File: config.mk
export PLATFORM = sky130hd
export DESIGN_NAME = pipelined_shifter
export DESIGN_NICKNAME = d
export VERILOG_FILES = /design/src/rtl/shifter_pkg.sv /design/src/rtl/shift_level.sv /design/src/rtl/pipelined_shifter.sv
export SDC_FILE = /design/constraint.sdc
export NUM_CORES = 1
export LEC_CHECK = 0
export CAP_MARGIN = 20
export CELL_PAD_IN_SITES_DETAIL_PLACEMENT = 0
export CELL_PAD_IN_SITES_GLOBAL_PLACEMENT = 1
export CORE_AREA = 2 2 120 146
export DETAILED_ROUTE_END_ITERATION = 8
export DIE_AREA = 0 0 122 148
export GPL_TIMING_DRIVEN = 0
export PLACE_DENSITY_LB_ADDON = 0.15
export SLEW_MARGIN = 20
export SYNTH_ARGS = -nofsm -noshare
export SYNTH_HDL_FRONTEND = slang
export SYNTH_SLANG_ARGS = --single-unit
File: constraint.sdc
create_clock -name clk -period 4.5 [get_ports clk]
set_input_delay 0.9 -clock clk [delete_from_list [all_inputs] [get_ports clk]]
set_output_delay 0.9 -clock clk [all_outputs]
set_load 0.01 [all_outputs]
File: src/rtl/shifter_pkg.sv
// rtl/shifter_pkg.sv - op codes, fill modes, stage control payload and level-to-stage split helpers
package shifter_pkg;

  typedef enum logic [2:0] {
    OP_SLL = 3'b000,
    OP_SRL = 3'b001,
    OP_SRA = 3'b010,
    OP_ROL = 3'b011,
    OP_ROR = 3'b100
  } shift_op_e;

  typedef enum logic [1:0] {
    FILL_ZERO = 2'd0,
    FILL_SIGN = 2'd1,
    FILL_WRAP = 2'd2
  } fill_mode_e;

  // Op decoded once at the input; later stages only need direction and fill.
  typedef struct packed {
    logic       right;
    fill_mode_e mode;
    logic       fill;
    logic       illegal;
  } stage_ctrl_t;

  function automatic int shamt_w(input int xlen);
    return $clog2(xlen);
  endfunction

  // First barrel level owned by stage s; earlier stages absorb the remainder.
  function automatic int level_first(input int nlev, input int stages, input int s);
    int base;
    int extra;
    base  = nlev / stages;
    extra = nlev % stages;
    return s * base + ((s < extra) ? s : extra);
  endfunction

  function automatic int level_stage(input int nlev, input int stages, input int k);
    int stg;
    stg = 0;
    for (int s = 0; s < stages; s++) begin
      if (k >= level_first(nlev, stages, s)) stg = s;
    end
    return stg;
  endfunction

endpackage

File: src/rtl/shift_level.sv
// rtl/shift_level.sv - one barrel level shifting by AMOUNT; wrap fill only with SHIFTER_ROTATE_EN
module shift_level
  import shifter_pkg::*;
#(
  parameter int XLEN   = 32,
  parameter int AMOUNT = 1
) (
  input  logic            [XLEN-1:0] i_data,
  input  logic                       i_en,
  input  logic                       i_right,
  input  fill_mode_e                 i_mode,
  input  logic                       i_fill,
  output logic            [XLEN-1:0] o_data
);

  logic [AMOUNT-1:0] w_fill_vec;

  // Pick the bits shifted in, then shift by AMOUNT when enabled.
  always_comb begin
    w_fill_vec = {AMOUNT{(i_mode == FILL_SIGN) & i_fill}};
`ifdef SHIFTER_ROTATE_EN
    if (i_mode == FILL_WRAP) begin
      w_fill_vec = i_right ? i_data[AMOUNT-1:0] : i_data[XLEN-1 -: AMOUNT];
    end
`endif
    if (!i_en) begin
      o_data = i_data;
    end else if (i_right) begin
      o_data = {w_fill_vec, i_data[XLEN-1:AMOUNT]};
    end else begin
      o_data = {i_data[XLEN-AMOUNT-1:0], w_fill_vec};
    end
  end

endmodule

File: src/rtl/pipelined_shifter.sv
// rtl/pipelined_shifter.sv - pipelined barrel shifter with valid/ready, tag and flush; rotates with SHIFTER_ROTATE_EN
module pipelined_shifter
  import shifter_pkg::*;
#(
  parameter int XLEN        = 32,
  parameter int PIPE_STAGES = 2,
  parameter int TAG_W       = 5
) (
  input  logic             clk,
  input  logic             rst_n,
  input  logic             flush,
  input  logic             in_valid,
  output logic             in_ready,
  input  logic [XLEN-1:0]  in_a,
  input  logic [XLEN-1:0]  in_b,
  input  logic [2:0]       in_op,
  input  logic [TAG_W-1:0] in_tag,
  output logic             out_valid,
  input  logic             out_ready,
  output logic [XLEN-1:0]  out_res,
  output logic [TAG_W-1:0] out_tag,
  output logic             out_illegal
);

  localparam int SHAMT_W = shamt_w(XLEN);

  typedef struct packed {
    logic [XLEN-1:0]    data;
    logic [SHAMT_W-1:0] shamt;
    stage_ctrl_t        ctrl;
    logic [TAG_W-1:0]   tag;
  } payload_t;

  payload_t               w_in_payload;
  payload_t               w_stage_in   [PIPE_STAGES];
  logic     [XLEN-1:0]    w_stage_data [PIPE_STAGES];
  logic     [XLEN-1:0]    w_lvl_out    [SHAMT_W];
  payload_t               r_pipe       [PIPE_STAGES];
  logic [PIPE_STAGES-1:0] r_valid;
  logic                   w_advance;
  logic                   w_unused_ok;

  assign out_valid   = r_valid[PIPE_STAGES-1];
  assign w_advance   = !out_valid || out_ready;
  assign in_ready    = w_advance;
  assign out_res     = r_pipe[PIPE_STAGES-1].data;
  assign out_tag     = r_pipe[PIPE_STAGES-1].tag;
  assign out_illegal = r_pipe[PIPE_STAGES-1].ctrl.illegal;

  // Decode the op into direction/fill; illegal ops enter with zero data so they leave as zero.
  always_comb begin
    w_in_payload              = '0;
    w_in_payload.shamt        = in_b[SHAMT_W-1:0];
    w_in_payload.tag          = in_tag;
    w_in_payload.ctrl.fill    = in_a[XLEN-1];
    w_in_payload.ctrl.mode    = FILL_ZERO;
    w_in_payload.ctrl.right   = 1'b0;
    w_in_payload.ctrl.illegal = 1'b0;
    case (in_op)
      OP_SLL: w_in_payload.ctrl.right = 1'b0;
      OP_SRL: w_in_payload.ctrl.right = 1'b1;
      OP_SRA: begin
        w_in_payload.ctrl.right = 1'b1;
        w_in_payload.ctrl.mode  = FILL_SIGN;
      end
`ifdef SHIFTER_ROTATE_EN
      OP_ROL: w_in_payload.ctrl.mode = FILL_WRAP;
      OP_ROR: begin
        w_in_payload.ctrl.right = 1'b1;
        w_in_payload.ctrl.mode  = FILL_WRAP;
      end
`endif
      default: w_in_payload.ctrl.illegal = 1'b1;
    endcase
    w_in_payload.data = w_in_payload.ctrl.illegal ? '0 : in_a;
  end

  assign w_stage_in[0] = w_in_payload;

  for (genvar s = 1; s < PIPE_STAGES; s++) begin : g_stage_link
    assign w_stage_in[s] = r_pipe[s-1];
  end

  for (genvar k = 0; k < SHAMT_W; k++) begin : g_level
    localparam int STG = level_stage(SHAMT_W, PIPE_STAGES, k);
    logic [XLEN-1:0] w_din;
    if (k == level_first(SHAMT_W, PIPE_STAGES, STG)) begin : g_head
      assign w_din = w_stage_in[STG].data;
    end else begin : g_chain
      assign w_din = w_lvl_out[k-1];
    end
    shift_level #(
      .XLEN  (XLEN),
      .AMOUNT(1 << k)
    ) u_level (
      .i_data (w_din),
      .i_en   (w_stage_in[STG].shamt[k]),
      .i_right(w_stage_in[STG].ctrl.right),
      .i_mode (w_stage_in[STG].ctrl.mode),
      .i_fill (w_stage_in[STG].ctrl.fill),
      .o_data (w_lvl_out[k])
    );
  end

  for (genvar s = 0; s < PIPE_STAGES; s++) begin : g_stage_out
    assign w_stage_data[s] = w_lvl_out[level_first(SHAMT_W, PIPE_STAGES, s + 1) - 1];
  end

  // High shift-amount bits are discarded; the output stage only exposes data, tag and illegal.
  assign w_unused_ok = ^{in_b[XLEN-1:SHAMT_W], r_pipe[PIPE_STAGES-1].shamt,
                         r_pipe[PIPE_STAGES-1].ctrl.right, r_pipe[PIPE_STAGES-1].ctrl.mode,
                         r_pipe[PIPE_STAGES-1].ctrl.fill};

  // Whole pipe moves in lockstep on advance; flush drops every valid bit regardless of stall.
  always_ff @(posedge clk or negedge rst_n) begin
    if (!rst_n) begin
      r_valid <= '0;
      for (int s = 0; s < PIPE_STAGES; s++) r_pipe[s] <= '0;
    end else if (flush) begin
      r_valid <= '0;
    end else if (w_advance) begin
      r_valid[0] <= in_valid;
      for (int s = 1; s < PIPE_STAGES; s++) r_valid[s] <= r_valid[s-1];
      for (int s = 0; s < PIPE_STAGES; s++) begin
        r_pipe[s]      <= w_stage_in[s];
        r_pipe[s].data <= w_stage_data[s];
      end
    end
  end

endmodule

==> summary.md <==
| Metric | Value |
|---|---|
| Status | completed |
| Critical Path Fanout Max | 10 |
| Max Freq | 283 MHz |
| CTS tree | built |
| Die width | 122 um |
| Worst setup path startpoint | out_ready |
| Vias in the first global route | 7651 |
| Max Slew Vio Count | 0 |
| Clock Sink Count | 83 |
| Grt ovf | 0 |
| Initial antenna violation count | 0 |
| End of the critical path | r_pipe[54] |
| Final Cell Area | 8560 um^2 |
| Final Hold Violating Endpoints | 0 |
| Number of fill cells | 1725 |
| Post-route clock period utilization | 78.7% |
| Top FF cell, synth | dfrtp_1 |
| Share of the synthesized area in the top cell type | 29.5% |
| Least-Margin Pin Slew | 0.953 ns |
| Number of flops mapped to enable cells by yosys | 0 |
| Delay-heaviest family, CP | buffers and inverters |
| Worst ir drop on vdd | 181 uV |
| Die H | 148 um |
| Ys async rst share | 100% |
| Final layout net count | 1128 |
| Worst path cell trace | clkdlybuf4s50_1 > nor2b_1 > inv_1 > nand2b_1 > buf_2 > buf_1 > clkbuf_1 > nand2_1 > o41ai_1 |
| Synth Area in Adders | 0% |
| CP Capture Type | flop |
| Hold crit path type | flop to flop |
| Total number of H-tree levels | 3 |
| Number of remaining DRC errors | 0 |
| Main area contributors after synthesis | dfrtp_1 29%, nand2_1 8.0%, mux2i_1 7.5%, nor2_1 5.8%, a21oi_1 5.3% |
| Via Count | 7789 |
| Synth Area in XOR/XNOR | 0.124% |
| Syn_nets | 1028 |
| Clk_skew | 0.00729 ns |
| Worst EP arrival | 3.72 ns |
| Power per cell area | 344 nW/um^2 |
| Die area | 18100 um^2 |
| R2R setup slack | 1.56 ns |
| Drt pass-1 iters | 5 |
| Synth Area in Compound Gates | 29.8% |
| Rows | 52 |
| Final worst-path setup slack | 0.960 ns |
| Largest net degree at the start of global routing | 51 |
| Root Driver | clkbuf_16 |
| Top Ports | 117 |
| Routed vias/inst | 6.12 |
| First-pass GRT wire length | 43.9 mm |
| Maximum root-to-sink buffer count | 2 |
| Layout cell share with drive strength beyond 1 | 9.19% |
| Setup CP Type | input pin to flop |
| GRT Overall Usage | 32.0% |
| Syn Area/Cell | 7.40 um^2 |
| Pre-CTS setup slack | 0.719 ns |
| Final Non-Filler Cells | 1272 |
| Yosys warnings | 0 |
| Synth Instances | 951 |
| Max Cap Viol | 0 |
| Routability congestion estimate from global placement | 0.958 |
| # hold bufs at CTS | 0 |
| Critical-path top delay cell | clkbuf_1 |
| Port Buffers | 88 |
| Number of setup buffers added after CTS | 0 |
| Worst-path clk slew | 0.06 ns |
| CORE AREA | 16600 um^2 |
| Final core occ | 51.6% |
| Final setup vio count | 0 |
| ANT nets after route | 0 |
| Starting Density | 42.4% |
| Largest family of logic cells by synthesized area | compound AO/OA/AOI/OAI gates |
| #FFs+latches synth | 83 |
| Initial DRC count | 774 |
| Leakage | 3.51 nW |
| Antenna diode count | 0 |
| Critical path depth | 9 |
| Syn Std Cell Area | 7040 um^2 |
| # resized after CTS | 0 |
| Critical Path RT | 4.68 ns |
| Reg-to-Reg End | r_pipe[54] |
| WL per Instance | 22.8 um |
| Worst Path Buf+Inv | 5 |
| CTS Buf Count | 9 |
| Cell variety after synth | 70 |
| R2R Path Start | r_valid[1] |
| Worst r2r path cells | 8 |
| Worst-Skew Late Latency | 0.35 ns |
| Simple-gate portion of the synthesized area | 21.6% |
| Max stage delay on crit path | 0.56 ns |
| Post-DP HPWL | 22.7 mm |
| RSZ-0062 raised after global routing | false |
| Slew HR | 36.2% |
| Mux cell area share after synthesis | 8.65% |
| Sequential area share after synthesis | 29.5% |
| Dpl cell area | 8220 um^2 |
| Area growth, synth to finish | 21.5% |
| Final critical-path required period | 3.54 ns |
| Leading area contributor after synthesis | dfrtp_1 |
| Critical Path Source Type | input pin |
| Setup tns final | 0 ns |
| Post-Route WL | 29.0 mm |
| Placed insts | 1256 |
kinds of logic after synthesis:
family	count (synthesis)
multiplexers	58
AND/OR/NAND/NOR	348
flip-flops	83
AO/OA/AOI/OAI	323
XOR/XNOR	1
buffers and inverters	138
state kept, by name, indices dropped and copies added, names as in the netlist:
name           count
r_pipe            11
r_valid            2
out_tag            5
out_res           32
g_level.w_din     32
out_illegal        1
tightest hold or removal path, stage by stage, from the launching register on:
cell and delay (ns):
dfrtp_1 0.34, nand2_1 0.05, nand2_1 0.05
routing by layer:
metal	GRT usage, %	share of wire (%)	routed length [um]
met2	57.4	50	14600
met3	3.94	5.6	1630
met4	18.1	6.4	1850
met1	36.2	38	10900
met5	0	0	0
power breakdown:
group / internal [mW] / switching, mW
logic: 0.505 / 0.608
clock network: 0.518 / 0.315
registers: 0.869 / 0.126
final cells by class:
class / instances / area (um^2) / area share [%]
inverters: 12 / 45.0 / 0.526
multi-input cells: 730 / 4240 / 49.5
clock inverters: 5 / 85.1 / 0.994
flip-flops and latches: 83 / 2080 / 24.3
plain buffers: 126 / 681 / 7.96
well taps: 216 / 270 / 3.16
repair buffers: 89 / 906 / 10.6
clock buffers: 11 / 253 / 2.95
cells in the mapped netlist (6+ instances only):
cell type  instances
o22ai_1           29
a211oi_1          16
a21oi_1           75
buf_4             42
o211ai_1          11
nor2b_1           14
buf_2             16
and2_1            12
nand2_1          151
dfrtp_1           83
o21ai_0           69
a31oi_1           29
nand3b_1           6
nand2b_1          11
buf_1             15
a211o_1           11
nand3_1            6
clkbuf_1          49
a22oi_1           13
a32oi_1            9
nor2_1           109
mux2i_1           53
inv_1             10
nor3_1            21
o31ai_1           12
placed cells by master (no fill, tap or decap), types with 6 or more instances in the layout:
master | netlist | final
nand2_1 | 151 | 151
nor2_1 | 109 | 109
clkdlybuf4s50_1 | 0 | 87
dfrtp_1 | 83 | 83
a21oi_1 | 75 | 75
o21ai_0 | 69 | 69
mux2i_1 | 53 | 53
clkbuf_1 | 49 | 49
buf_4 | 42 | 43
a31oi_1 | 29 | 29
o22ai_1 | 29 | 29
nor3_1 | 21 | 21
buf_2 | 16 | 16
a211oi_1 | 16 | 16
buf_1 | 15 | 15
nor2b_1 | 14 | 14
a22oi_1 | 13 | 13
and2_1 | 12 | 12
o31ai_1 | 12 | 12
nand2b_1 | 11 | 11
a211o_1 | 11 | 11
o211ai_1 | 11 | 11
inv_1 | 10 | 10
a32oi_1 | 9 | 9
clkbuf_16 | 0 | 9
nand3b_1 | 6 | 6
nand3_1 | 6 | 6
worst min-delay path by stage:
| stage | to | from | slack, ns | depth (start not counted) |
|---|---|---|---|---|
| final | out_tag[1] | r_pipe[48] | 0.47 | 2 |
| after global routing | out_tag[2] | r_pipe[49] | 0.48 | 2 |
| after CTS | out_tag[4] | r_pipe[51] | 0.47 | 2 |
| after detailed placement | out_tag[1] | r_pipe[48] | 0.45 | 2 |
| after global placement | out_tag[1] | r_pipe[48] | 0.45 | 2 |
| after floorplan | out_illegal | r_pipe[52] | 0.44 | 2 |
stage by stage:
| stage | power (mW) | hold slack, ns |
|---|---|---|
| 2_1_floorplan | 1.64 | 0.439 |
| 3_3_place_gp | 2.09 | 0.447 |
| 3_5_place_dp | 2.10 | 0.454 |
| 4_1_cts | 2.93 | 0.471 |
| 5_1_grt | 3.08 | 0.481 |
| 6_report | 2.94 | 0.468 |
Note: power is estimated with default switching activity, not from simulation.
